`config.mk`:
```
export PLATFORM = sky130hd
export DESIGN_NAME = hole_scan_ctrl
export DESIGN_NICKNAME = d
export VERILOG_FILES = /design/src/rtl/teeter_pkg.sv /design/src/rtl/dist_sq_cmp.sv /design/src/rtl/hole_scan_ctrl.sv
export SDC_FILE = /design/constraint.sdc
export NUM_CORES = 1
export LEC_CHECK = 0
export BUFFER_PORTS_ARGS = -buffer_cell sky130_fd_sc_hd__buf_2
export CORE_UTILIZATION = 45
export CTS_CLUSTER_DIAMETER = 50
export CTS_CLUSTER_SIZE = 30
export DETAILED_ROUTE_END_ITERATION = 10
export PLACE_DENSITY_LB_ADDON = 0.08
export SYNTH_ARGS = -nofsm -noshare
export SYNTH_HDL_FRONTEND = slang
export SYNTH_HIERARCHICAL = 1
export SYNTH_SLANG_ARGS = --single-unit
```
`constraint.sdc`:
```
create_clock -name i_clk -period 9 [get_ports i_clk]
set_input_delay 0.45 -clock i_clk [delete_from_list [all_inputs] [get_ports i_clk]]
set_output_delay 0.45 -clock i_clk [all_outputs]
set_load 0.01 [all_outputs]
```
`src/rtl/teeter_pkg.sv`:
```
// Shared constants and state encoding for the teeter hole-scan logic.
// Coordinates are unsigned pixel positions; differences carry one extra sign bit.
package teeter_pkg;

    localparam int COORD_W    = 10;
    localparam int DEF_RADIUS = 16;

    typedef enum logic [1:0] {
        ST_IDLE  = 2'd0,
        ST_SCAN  = 2'd1,
        ST_FLUSH = 2'd2
    } scan_state_t;

endpackage

```
`src/rtl/dist_sq_cmp.sv`:
```
// Squared-distance compare: hit when dx*dx + dy*dy <= RADIUS*RADIUS.
// Purely combinational; the controller time-shares one instance across all entries.
module dist_sq_cmp
    import teeter_pkg::*;
#(
    parameter int RADIUS = DEF_RADIUS
) (
    input  logic signed [COORD_W:0] i_dx,
    input  logic signed [COORD_W:0] i_dy,
    output logic                    o_hit
);

    localparam int SQ_W = 2 * COORD_W + 2;
    localparam logic [SQ_W-1:0] R_SQ = SQ_W'(RADIUS * RADIUS);

    logic [COORD_W-1:0] mag_x;
    logic [COORD_W-1:0] mag_y;
    logic [SQ_W-1:0]    sq_x;
    logic [SQ_W-1:0]    sq_y;
    logic [SQ_W-1:0]    sum_sq;

    // Differences of two unsigned 10-bit values never reach -1024, so the
    // magnitude always fits in COORD_W bits.
    always_comb begin
        mag_x  = COORD_W'(i_dx[COORD_W] ? -i_dx : i_dx);
        mag_y  = COORD_W'(i_dy[COORD_W] ? -i_dy : i_dy);
        sq_x   = SQ_W'(mag_x) * SQ_W'(mag_x);
        sq_y   = SQ_W'(mag_y) * SQ_W'(mag_y);
        sum_sq = sq_x + sq_y;
        o_hit  = (sum_sq <= R_SQ);
    end

endmodule

```
`src/rtl/hole_scan_ctrl.sv`:
```
// Hole-table scan controller: checks the latched ball position against every
// active hole and reports the lowest-index hit, one entry per cycle.
//
//   state    | meaning
//   ---------+-------------------------------------------------------------
//   ST_IDLE  | waiting for i_start; hole table writable
//   ST_SCAN  | issuing entry idx 0..NUM_HOLES-1 into the dx/dy stage
//   ST_FLUSH | draining compare pipeline; publishes result and o_done
module hole_scan_ctrl
    import teeter_pkg::*;
#(
    parameter  int NUM_HOLES = 8,
    parameter  int RADIUS    = DEF_RADIUS,
    localparam int IDX_W     = $clog2(NUM_HOLES)
) (
    input  logic               i_clk,
    input  logic               i_rst,
    input  logic               i_cfg_we,
    input  logic [IDX_W-1:0]   i_cfg_idx,
    input  logic [COORD_W-1:0] i_cfg_x,
    input  logic [COORD_W-1:0] i_cfg_y,
    input  logic               i_cfg_en,
    input  logic               i_start,
    input  logic [COORD_W-1:0] i_bl_x,
    input  logic [COORD_W-1:0] i_bl_y,
    output logic               o_busy,
    output logic               o_done,
    output logic               o_fall_in,
    output logic [IDX_W-1:0]   o_hole_idx
);

    scan_state_t state_q, state_d;

    logic [COORD_W-1:0] tbl_x_q [NUM_HOLES];
    logic [COORD_W-1:0] tbl_x_d [NUM_HOLES];
    logic [COORD_W-1:0] tbl_y_q [NUM_HOLES];
    logic [COORD_W-1:0] tbl_y_d [NUM_HOLES];
    logic [NUM_HOLES-1:0] tbl_en_q, tbl_en_d;

    // Snapshot taken at start so a same-edge config write cannot leak into the scan.
    logic [COORD_W-1:0] shd_x_q [NUM_HOLES];
    logic [COORD_W-1:0] shd_x_d [NUM_HOLES];
    logic [COORD_W-1:0] shd_y_q [NUM_HOLES];
    logic [COORD_W-1:0] shd_y_d [NUM_HOLES];
    logic [NUM_HOLES-1:0] shd_en_q, shd_en_d;

    logic [COORD_W-1:0] ball_x_q, ball_x_d;
    logic [COORD_W-1:0] ball_y_q, ball_y_d;
    logic [IDX_W-1:0]   idx_q, idx_d;

    logic                    s1_vld_q, s1_vld_d;
    logic                    s1_last_q, s1_last_d;
    logic [IDX_W-1:0]        s1_idx_q, s1_idx_d;
    logic                    s1_en_q, s1_en_d;
    logic signed [COORD_W:0] s1_dx_q, s1_dx_d;
    logic signed [COORD_W:0] s1_dy_q, s1_dy_d;

    logic             s2_vld_q, s2_vld_d;
    logic             s2_last_q, s2_last_d;
    logic [IDX_W-1:0] s2_idx_q, s2_idx_d;
    logic             s2_hit_q, s2_hit_d;

    logic             found_q, found_d;
    logic [IDX_W-1:0] found_idx_q, found_idx_d;

    logic             done_q, done_d;
    logic             fall_q, fall_d;
    logic [IDX_W-1:0] hole_idx_q, hole_idx_d;

    logic cmp_hit;

    dist_sq_cmp #(
        .RADIUS (RADIUS)
    ) u_dist_sq_cmp (
        .i_dx  (s1_dx_q),
        .i_dy  (s1_dy_q),
        .o_hit (cmp_hit)
    );

    always_comb begin
        state_d     = state_q;
        tbl_x_d     = tbl_x_q;
        tbl_y_d     = tbl_y_q;
        tbl_en_d    = tbl_en_q;
        shd_x_d     = shd_x_q;
        shd_y_d     = shd_y_q;
        shd_en_d    = shd_en_q;
        ball_x_d    = ball_x_q;
        ball_y_d    = ball_y_q;
        idx_d       = idx_q;
        s1_vld_d    = 1'b0;
        s1_last_d   = 1'b0;
        s1_idx_d    = s1_idx_q;
        s1_en_d     = s1_en_q;
        s1_dx_d     = s1_dx_q;
        s1_dy_d     = s1_dy_q;
        s2_vld_d    = s1_vld_q;
        s2_last_d   = s1_vld_q & s1_last_q;
        s2_idx_d    = s1_idx_q;
        s2_hit_d    = s1_vld_q & s1_en_q & cmp_hit;
        found_d     = found_q;
        found_idx_d = found_idx_q;
        done_d      = 1'b0;
        fall_d      = fall_q;
        hole_idx_d  = hole_idx_q;

        if (s2_vld_q && s2_hit_q && !found_q) begin
            found_d     = 1'b1;
            found_idx_d = s2_idx_q;
        end

        if (i_cfg_we && state_q == ST_IDLE) begin
            tbl_x_d[i_cfg_idx]  = i_cfg_x;
            tbl_y_d[i_cfg_idx]  = i_cfg_y;
            tbl_en_d[i_cfg_idx] = i_cfg_en;
        end

        case (state_q)
            ST_IDLE: begin
                if (i_start) begin
                    state_d     = ST_SCAN;
                    ball_x_d    = i_bl_x;
                    ball_y_d    = i_bl_y;
                    idx_d       = '0;
                    shd_x_d     = tbl_x_q;
                    shd_y_d     = tbl_y_q;
                    shd_en_d    = tbl_en_q;
                    found_d     = 1'b0;
                    found_idx_d = '0;
                end
            end
            ST_SCAN: begin
                s1_vld_d  = 1'b1;
                s1_idx_d  = idx_q;
                s1_en_d   = shd_en_q[idx_q];
                s1_dx_d   = $signed({1'b0, ball_x_q}) - $signed({1'b0, shd_x_q[idx_q]});
                s1_dy_d   = $signed({1'b0, ball_y_q}) - $signed({1'b0, shd_y_q[idx_q]});
                s1_last_d = (idx_q == IDX_W'(NUM_HOLES - 1));
                if (s1_last_d) begin
                    state_d = ST_FLUSH;
                end else begin
                    idx_d = idx_q + 1'b1;
                end
            end
            ST_FLUSH: begin
                // Last entry's hit is still in stage 2, so merge it here.
                if (s2_last_q) begin
                    state_d    = ST_IDLE;
                    done_d     = 1'b1;
                    fall_d     = found_q | s2_hit_q;
                    hole_idx_d = found_q  ? found_idx_q :
                                 s2_hit_q ? s2_idx_q    : '0;
                end
            end
            default: state_d = ST_IDLE;
        endcase
    end

    always_ff @(posedge i_clk) begin
        if (i_rst) begin
            state_q     <= ST_IDLE;
            tbl_en_q    <= '0;
            shd_en_q    <= '0;
            ball_x_q    <= '0;
            ball_y_q    <= '0;
            idx_q       <= '0;
            s1_vld_q    <= 1'b0;
            s1_last_q   <= 1'b0;
            s1_idx_q    <= '0;
            s1_en_q     <= 1'b0;
            s1_dx_q     <= '0;
            s1_dy_q     <= '0;
            s2_vld_q    <= 1'b0;
            s2_last_q   <= 1'b0;
            s2_idx_q    <= '0;
            s2_hit_q    <= 1'b0;
            found_q     <= 1'b0;
            found_idx_q <= '0;
            done_q      <= 1'b0;
            fall_q      <= 1'b0;
            hole_idx_q  <= '0;
        end else begin
            state_q     <= state_d;
            tbl_en_q    <= tbl_en_d;
            shd_en_q    <= shd_en_d;
            ball_x_q    <= ball_x_d;
            ball_y_q    <= ball_y_d;
            idx_q       <= idx_d;
            s1_vld_q    <= s1_vld_d;
            s1_last_q   <= s1_last_d;
            s1_idx_q    <= s1_idx_d;
            s1_en_q     <= s1_en_d;
            s1_dx_q     <= s1_dx_d;
            s1_dy_q     <= s1_dy_d;
            s2_vld_q    <= s2_vld_d;
            s2_last_q   <= s2_last_d;
            s2_idx_q    <= s2_idx_d;
            s2_hit_q    <= s2_hit_d;
            found_q     <= found_d;
            found_idx_q <= found_idx_d;
            done_q      <= done_d;
            fall_q      <= fall_d;
            hole_idx_q  <= hole_idx_d;
        end
    end

    // Coordinate storage carries no reset; only the enable bits matter after reset.
    always_ff @(posedge i_clk) begin
        tbl_x_q <= tbl_x_d;
        tbl_y_q <= tbl_y_d;
        shd_x_q <= shd_x_d;
        shd_y_q <= shd_y_d;
    end

    assign o_busy     = (state_q != ST_IDLE);
    assign o_done     = done_q;
    assign o_fall_in  = fall_q;
    assign o_hole_idx = hole_idx_q;

endmodule

```
* Word level (Yosys, flattened, before mapping)
Cells that the tools add are included.
W data, S select, Z words.
** Operators by class
- Bitwise logic cells :: 8
- Equality and inequality tests :: 7
- $mul :: 2
- Reduce and logical (&&, ||, !) cells :: 15
- Add/sub/neg operators :: 6
- Magnitude comparators :: 7
- Mux-type cells :: 34
** Operator list (count)
- $bwmux W80 :: 2
- $mux W10 :: 7
- $bmux W10 S3 :: 2
- $mul A10 B10 Y20 :: 2
- $demux W10 S3 :: 1
- $le A22 B9 Y1 const B :: 1
- $sub A10 B10 Y11 :: 2
- $add A20 B20 Y21 :: 1
- $mux W3 :: 7
- $neg A10 Y10 :: 2
- $bwmux W8 :: 1
- $ge A4 B4 Y1 const B :: 2
- $lt A3 B4 Y1 const B :: 2
- $ne A2 B2 Y1 const B :: 4
- $not A3 Y4 :: 2
- $mux W1 :: 7
- $mux W2 :: 3
- $pmux W2 S3 :: 1
- $pmux W3 S2 :: 1
- $reduce_and A3 Y1 :: 2
- $logic_and A1 B1 Y1 :: 5
- $lt A4 B1 Y1 const B :: 1
- $reduce_and A2 Y1 :: 2
- $reduce_bool A2 Y1 :: 2
- other kinds (13) :: 17
** Word-level totals
- Input bits :: 48
- Output and inout bits :: 6
- Word-level logic and storage cells :: 132
- Flip-flop bits (word level) :: 404

* Logic depth before layout (Yosys ltp)
Gate-level depths: netlist of run 1.
- Depth after elaboration :: 6
- Depth in mapped cells :: 31
- Gate-level depth less buffers :: 30

* Modules after synthesis
Netlist of run 1, hierarchy kept.
** By module, submodules not included
- hole_scan_ctrl :: times used 1, cells each 837, area each 14584.0 um^2, sequential area each 11290.8 um^2
- dist_sq_cmp :: times used 1, cells each 727, area each 6198.4 um^2, sequential area each 0.0 um^2

* Worst setup path before layout of run 1
No wires, ideal clock.
- Kind :: reg-to-reg
- From :: register s1_dy_q[0]
- To :: register s2_hit_q
- Data required time :: 8.940 ns
- Clock period less this slack :: 7.637 ns
- Path buffers :: 0
- Arrival :: 7.578 ns
- Library setup time :: 0.060 ns
- Path slack :: 1.363 ns
- Stages on the path, launching flop included :: 29
- Path through :: dfxtp_1 > clkinv_1 > ha_1 > nand2b_1 > o41ai_1 > xnor2_1 > inv_1 > nor2_1 > fa_1 > fa_1 > inv_1 > fa_1 > inv_1 > fa_1 > fa_1 > fa_1 > inv_1 > fa_1 > inv_1 > ha_1 > o21ai_0 > or2b_1 > o311a_4 > o211ai_2 > o41a_1 > nand4_1 > or4_1 > nor4_2 > and3_1
** Between the ends
- Cells in the longest elaborated chain, start to end :: 6
** RTL lines
- from (decl) :: RTL line hole_scan_ctrl.sv:56 : logic signed [COORD_W:0] s1_dy_q, s1_dy_d;
- from (signal assigned) :: RTL line hole_scan_ctrl.sv:194 : s1_dy_q <= s1_dy_d;
- $neg A10 Y10 :: RTL line dist_sq_cmp.sv:26 : mag_y = COORD_W'(i_dy[COORD_W] ? -i_dy : i_dy);
- $mux W10 * :: RTL line dist_sq_cmp.sv:26
- $mul A10 B10 Y20 * :: RTL line dist_sq_cmp.sv:28 : sq_y = SQ_W'(mag_y) * SQ_W'(mag_y);
- $add A20 B20 Y21 * :: RTL line dist_sq_cmp.sv:29 : sum_sq = sq_x + sq_y;
- $le A22 B9 Y1 * :: RTL line dist_sq_cmp.sv:30 : o_hit = (sum_sq <= R_SQ);
- via cmp_hit :: RTL line hole_scan_ctrl.sv:70 : logic cmp_hit;
- $and A1 B1 Y1 * :: RTL line hole_scan_ctrl.sv:100 : s2_hit_d = s1_vld_q & s1_en_q & cmp_hit;
- to (signal assigned) :: RTL line hole_scan_ctrl.sv:198 : s2_hit_q <= s2_hit_d;
- to (decl) :: RTL line hole_scan_ctrl.sv:61 : logic s2_hit_q, s2_hit_d;
The timed path passes the listed nets; every way through them passes the cells marked *.
A chain may end at the register's enable or synchronous reset.

* Worst setup path in the final report of run 1
Same ends and word-level chain as after synthesis.

==> impl_metrics.toml, run 1 <==
[run_status]
outcome = "completed"

[synthesis]
synth_top_flop_cell = "edfxtp_1"
synth_top_area_share_pct = 46.2
synth_cells = 1564
yosysUniqueCellTypes = 73
yosys-top-cells-area = "edfxtp_1 46%, fa_1 13%, dfxtp_1 8.1%"
syn_area_mm2 = 0.0208
postSynthAreaPerCell_um2 = 13.3
synth_edf_count = 320
synth-seq-area-share_pct = 54.3
ys_warn_count = 6
synth_commonest_cells = "320 x edfxtp_1, 225 x inv_1, 157 x nand2_1, 133 x fa_1, 111 x ha_1"
syn_nets = 1856
yosysTopAreaCell = "edfxtp_1"
yosysMostFrequentCell = "edfxtp_1"
async_flop_share_pct = 0
synth-seq-cells = 404

[placement]
gp_routability_congestion = 0.908
io_buffers = 53
dpl.hpwl_um = 31200
dp_cells = 2196

[final_layout]
n_fill_cell = 4023
final_core_util_pct = 50.7
fin_nets = 1928
area_growth_pct = 10.9
layout-drive-gt1-share_pct = 12.7
antennaDiodeCount = 0
fin_cells = 2265

[cts]
postCtsSetupBuffers = 0
cts.reportedPaths.clkPinSlew_ns = 0.08
clk_latency_ns = 0.57
cts_num_sinks = 404
numCtsBuffers = 38
cts_tree = "built"
htree_num_levels = 2
cts_buffer_depth = 3
hold_buffers = 0
post_cts_resized = 0
clockRootBuffer = "clkbuf_16"

[pwr]
p_per_area_mw_per_mm2 = 244
leakage_nw = 9.18
irDropWorstVdd_mv = 0.246

[drt]
drt_wl_total_um = 42800
antenna_left = 0
top_layer_used = "met4"
drtPass1Iterations = 5
wl_met3_um = 1430
drt_iter0_markers = 616
drcViolationCount = 0
viasPerCell = 5.11
wl_met1_um = 19800
wire_per_inst_um = 18.9
vias = 11600
wl_met2_um = 20400

[floorplan]
start_util_pct = 45.7
die-width_um = 217
die-area_mm2 = 0.0470
coreArea_mm2 = 0.0455
rows = 78
ios = 54
die_h_um = 217

[worst_hold_path]
min_from = "i_bl_y[6]"
min_path_cells = 3
hold_path_class = "primary input to flip-flop"

[timing]
timing.slew.headroom_pct = 24.2
setup_viol = 0
fmax_mhz = 120
whs_ns = 0.142
maxSlewViolCount = 0
finalClockSkew_ns = 0.0333
worst_pin_slew_ns = 1.13
finalSetupTns_ns = 0
fin_crit_sh_pct = 92.8
finalHoldViolations = 0
finalCriticalPeriod_ns = 8.35
rsz0062_at_grt = "false"

[grt]
grt_overflow = 0
grt_pass1_wl_um = 67900
grt_usage_pct = 19.1
grt_pass1_vias = 12100
antenna_found_initial = 0
grt_max_degree = 119

[setup_path]
path_buf_inv = 5
r2r-start = "s1_dy_q[0]"
critical-path-top-delay-family = "adder cells"
crit_path_start = "s1_dy_q[0]"
critical_path_required_ns = 9.48
cp_common_cell = "fa_1"
cp_max_fo = 9
cp_num_cells = 26
startpoint_type = "flip-flop"
cp_slowest_cell = "xor2_1"
critical-path-max-stage-delay_ns = 0.58
cp_data_arrival_time_ns = 8.83
end_kind = "flip-flop"
crit_type = "flip-flop to flip-flop"
reg2regPathDepth = 26

[job]
max_cap_viol_count = 0
==> registers in the layout, indices dropped and copies added, names as in the netlist, 8 cells and up <==
name,cells
shd_x_q,80
tbl_x_q,80
shd_y_q,80
tbl_en_q,8
tbl_y_q,80
ball_y_q,10
s1_dy_q,11
ball_x_q,10
shd_en_q,8
s1_dx_q,11
==> per-layer routing <==
layer	global-route usage, %	vias up
li1	-	5566
met1	26.5	5750
met2	31.1	197
met3	2.50	68
met4	6.24	0
met5	0	-
==> power breakdown <==
part	total (W)	internal [W]	switching, W	leakage [nW]
clock	0.00160	0.000866	0.000738	0.610
combinational	0.00190	0.000759	0.00114	4.91
sequential	0.00211	0.00208	0.0000366	3.66
total	0.00562	0.00370	0.00192	9.18
==> cell usage in the layout (no fill, tap or decap), types with 6 or more instances in the layout <==
cell type / count
nand3b_1: 9
o21ai_0: 28
fa_1: 133
nand2_1: 157
nand3_1: 10
xor2_1: 14
clkbuf_16: 38
a21o_1: 8
mux2i_1: 24
nor2_2: 7
clkinv_1: 7
nor2_1: 84
o21ai_1: 6
ha_1: 111
nor2b_1: 11
buf_4: 17
xnor2_1: 36
edfxtp_1: 320
a21oi_1: 75
a211oi_1: 10
inv_6: 6
dfxtp_1: 82
inv_1: 225
nor3_1: 11
mux4_2: 42
nand2b_1: 11
and3_1: 6
buf_2: 53
or4_1: 6
==> cell families (layout without fill, tap and decap cells) <==
logic type	after synthesis	in the layout	share of synthesized area (%)
buffers and inverters	272	373	5.06
AO/OA/AOI/OAI	182	182	5.67
multiplexers	70	70	5.92
XOR/XNOR	50	50	2.11
AND/OR/NAND/NOR	342	342	7.41
adder cells (fa/ha/maj)	244	244	19.5
flip-flops	404	404	54.3
==> path summary, 6_finish.rpt <==
kind | to | slack (ns)
min reg2reg | shd_y_q[63] | 0.41
max | s2_hit_q | 0.65
max reg2reg | s2_hit_q | 0.65
min | ball_y_q[6] | 0.14
==> worst reg2reg max path, cell delays in order (launching register included) <==
cell	delay, ns
dfxtp_1	0.49
clkinv_1	0.31
ha_1	0.30
nand2b_1	0.18
xor2_1	0.58
nor2_1	0.20
fa_1	0.49
fa_1	0.51
inv_1	0.05
fa_1	0.49
inv_1	0.06
fa_1	0.50
fa_1	0.52
fa_1	0.54
inv_1	0.05
fa_1	0.49
inv_1	0.04
ha_1	0.35
o21ai_0	0.27
or2b_1	0.27
o311a_4	0.15
o211ai_2	0.14
o41a_1	0.15
nand4_1	0.11
or4_1	0.56
nor4_2	0.29
and3_1	0.18
==> area by class of cell <==
| type | instances | area (um^2) | share of cell area, % |
|---|---|---|---|
| inverter | 234 | 883 | 3.83 |
| clock buffer | 40 | 958 | 4.16 |
| sequential | 404 | 11300 | 49.0 |
| multi-input combinational | 888 | 8460 | 36.7 |
| tap | 600 | 751 | 3.26 |
| clock inverter | 29 | 304 | 1.32 |
| timing repair buffer | 70 | 393 | 1.70 |
==> metrics by stage <==
step | total power, W | worst slack (ns) | area, um^2
after floorplan | 0.00363 | 1.36 | 20800
after global placement | 0.00406 | 0.885 | 21800
after detailed placement | 0.00407 | 0.722 | 21800
after CTS | 0.00570 | 0.688 | 23000
after global routing | 0.00604 | 0.111 | 23000
final | 0.00562 | 0.650 | 23000
No activity file was read; power rests on OpenSTA's default activity.
==> run 2, diff against run 1 <==
--- a/config.mk
+++ b/config.mk
@@ -10,7 +10,7 @@
 export CTS_CLUSTER_DIAMETER = 50
 export CTS_CLUSTER_SIZE = 30
 export DETAILED_ROUTE_END_ITERATION = 10
-export PLACE_DENSITY_LB_ADDON = 0.08
+export PLACE_DENSITY_LB_ADDON = 0.1
 export SYNTH_ARGS = -nofsm -noshare
 export SYNTH_HDL_FRONTEND = slang
 export SYNTH_HIERARCHICAL = 1
==> impl_metrics.toml, run 2 (synthesized netlist as in run 1, its figures left out) <==
[drt]
antenna_left = 0
drt_iter0_markers = 551
drtPass1Iterations = 5
drt_wl_total_um = 42500
drcViolationCount = 0
viasPerCell = 5.06
wire_per_inst_um = 18.8
vias = 11500

[cts]
numCtsBuffers = 36
cts_num_sinks = 404
post_cts_resized = 0
postCtsSetupBuffers = 0
clockRootBuffer = "clkbuf_16"
hold_buffers = 0
cts.reportedPaths.clkPinSlew_ns = 0.09
clk_latency_ns = 0.56
htree_num_levels = 2
cts_tree = "built"
cts_buffer_depth = 3

[worst_hold_path]
hold_path_class = "primary input to flip-flop"

[floorplan]
ios = 54
die-width_um = 217
rows = 78
start_util_pct = 45.7
die-area_mm2 = 0.0470
coreArea_mm2 = 0.0455
die_h_um = 217

[timing]
fmax_mhz = 120
finalCriticalPeriod_ns = 8.33
finalClockSkew_ns = 0.0281
rsz0062_at_grt = "false"
fin_crit_sh_pct = 92.6
timing.slew.headroom_pct = 32.9
finalHoldViolations = 0
worst_pin_slew_ns = 1.01
fin_ws_ns = 0.667
setup_viol = 0
maxSlewViolCount = 0
finalSetupTns_ns = 0

[job]
max_cap_viol_count = 0

[final_layout]
layout-drive-gt1-share_pct = 12.8
area_growth_pct = 10.9
fin_nets = 1927
final_common_cell = "edfxtp_1"
layout_common_cells = "320 x edfxtp_1, 225 x inv_1, 157 x nand2_1"

[setup_path]
crit_type = "flip-flop to flip-flop"
cp_max_fo = 9
critical_path_required_ns = 9.49
end_kind = "flip-flop"
critical-path-max-stage-delay_ns = 0.58
cp_slowest_cell = "fa_1"
startpoint_type = "flip-flop"
cp_common_cell = "fa_1"
cp_data_arrival_time_ns = 8.82

[pwr]
irDropWorstVdd_mv = 0.277
leakage_nw = 9.19
p_per_area_mw_per_mm2 = 243

[grt]
grt_pass1_wl_um = 67600
antenna_found_initial = 1
grt_overflow = 0
grt_pass1_vias = 12000
grt_max_degree = 120
grt_usage_pct = 18.9

[placement]
gp_routability_congestion = 0.933
io_buffers = 53
pre_cts_slack_ns = 0.446
dpl.hpwl_um = 30900

[run_status]
outcome = "completed"
run 2: changes by cell type in the layout (fill, tap and decap cells not counted), sizes merged:
cell      delta
clkbuf       -1
clkinvlp     -4
diode        +1
inv          +8
buf          +1
clkinv       -4
bufinv       -2
run 2: area by class of cell:
class / instances / area, um^2
Multi-Input combinational cell: 888 / 8480
Clock buffer: 39 / 912
Timing Repair Buffer: 71 / 400
Clock inverter: 27 / 332
Sequential cell: 404 / 11300
Tap cell: 600 / 751
Antenna cell: 1 / 2.50
Inverter: 234 / 883
Fill cell: 4031 / 22400
run 2: layer usage:
layer	vias to the layer above	wire length, um	track usage, %
li1	5564	-	-
met1	5684	19500	25.5
met2	153	21000	32.4
met3	58	1320	2.67
met4	0	723	4.32
met5	-	0	0
run 2: power by group:
group	switching (W)	internal [W]
logic	0.00114	0.000762
registers	0.0000358	0.00207
clock network	0.000784	0.000805
run 2: path summary, 6_finish.rpt:
path	from	end	slack, ns	cells after the start
max	s1_dx_q[0]	s2_hit_q	0.67	28
min	i_bl_x[9]	ball_x_q[9]	0.14	3
max reg2reg	s1_dx_q[0]	s2_hit_q	0.67	28
min reg2reg	tbl_y_q[4]	shd_y_q[4]	0.41	0
run 2: per-stage QoR:
| stage | hold slack (ns) | instance area (um^2) | cells | utilization [%] | power, W |
|---|---|---|---|---|---|
| floorplan | 0.400 | 20800 | 1564 | - | 0.00363 |
| detailed placement | 0.405 | 21800 | 2197 | 47.9 | 0.00408 |
| finish | 0.142 | 23100 | 2264 | 50.7 | 0.00560 |
| CTS | 0.110 | 23000 | 2263 | 50.7 | 0.00568 |
| global route | 0.134 | 23100 | 2263 | 50.7 | 0.00605 |
| global placement | 0.400 | 21800 | 2197 | 47.9 | 0.00405 |
run 2: worst max-delay path: cells and delay by family, from the launching register on:
family | cells | cell delay (ns)
XOR/XNOR | 1 | 0.41
AO/OA/AOI/OAI | 4 | 0.71
flip-flops | 1 | 0.55
AND/OR/NAND/NOR | 7 | 1.53
buffers and inverters | 7 | 0.86
adder cells (fa/ha/maj) | 9 | 4.21
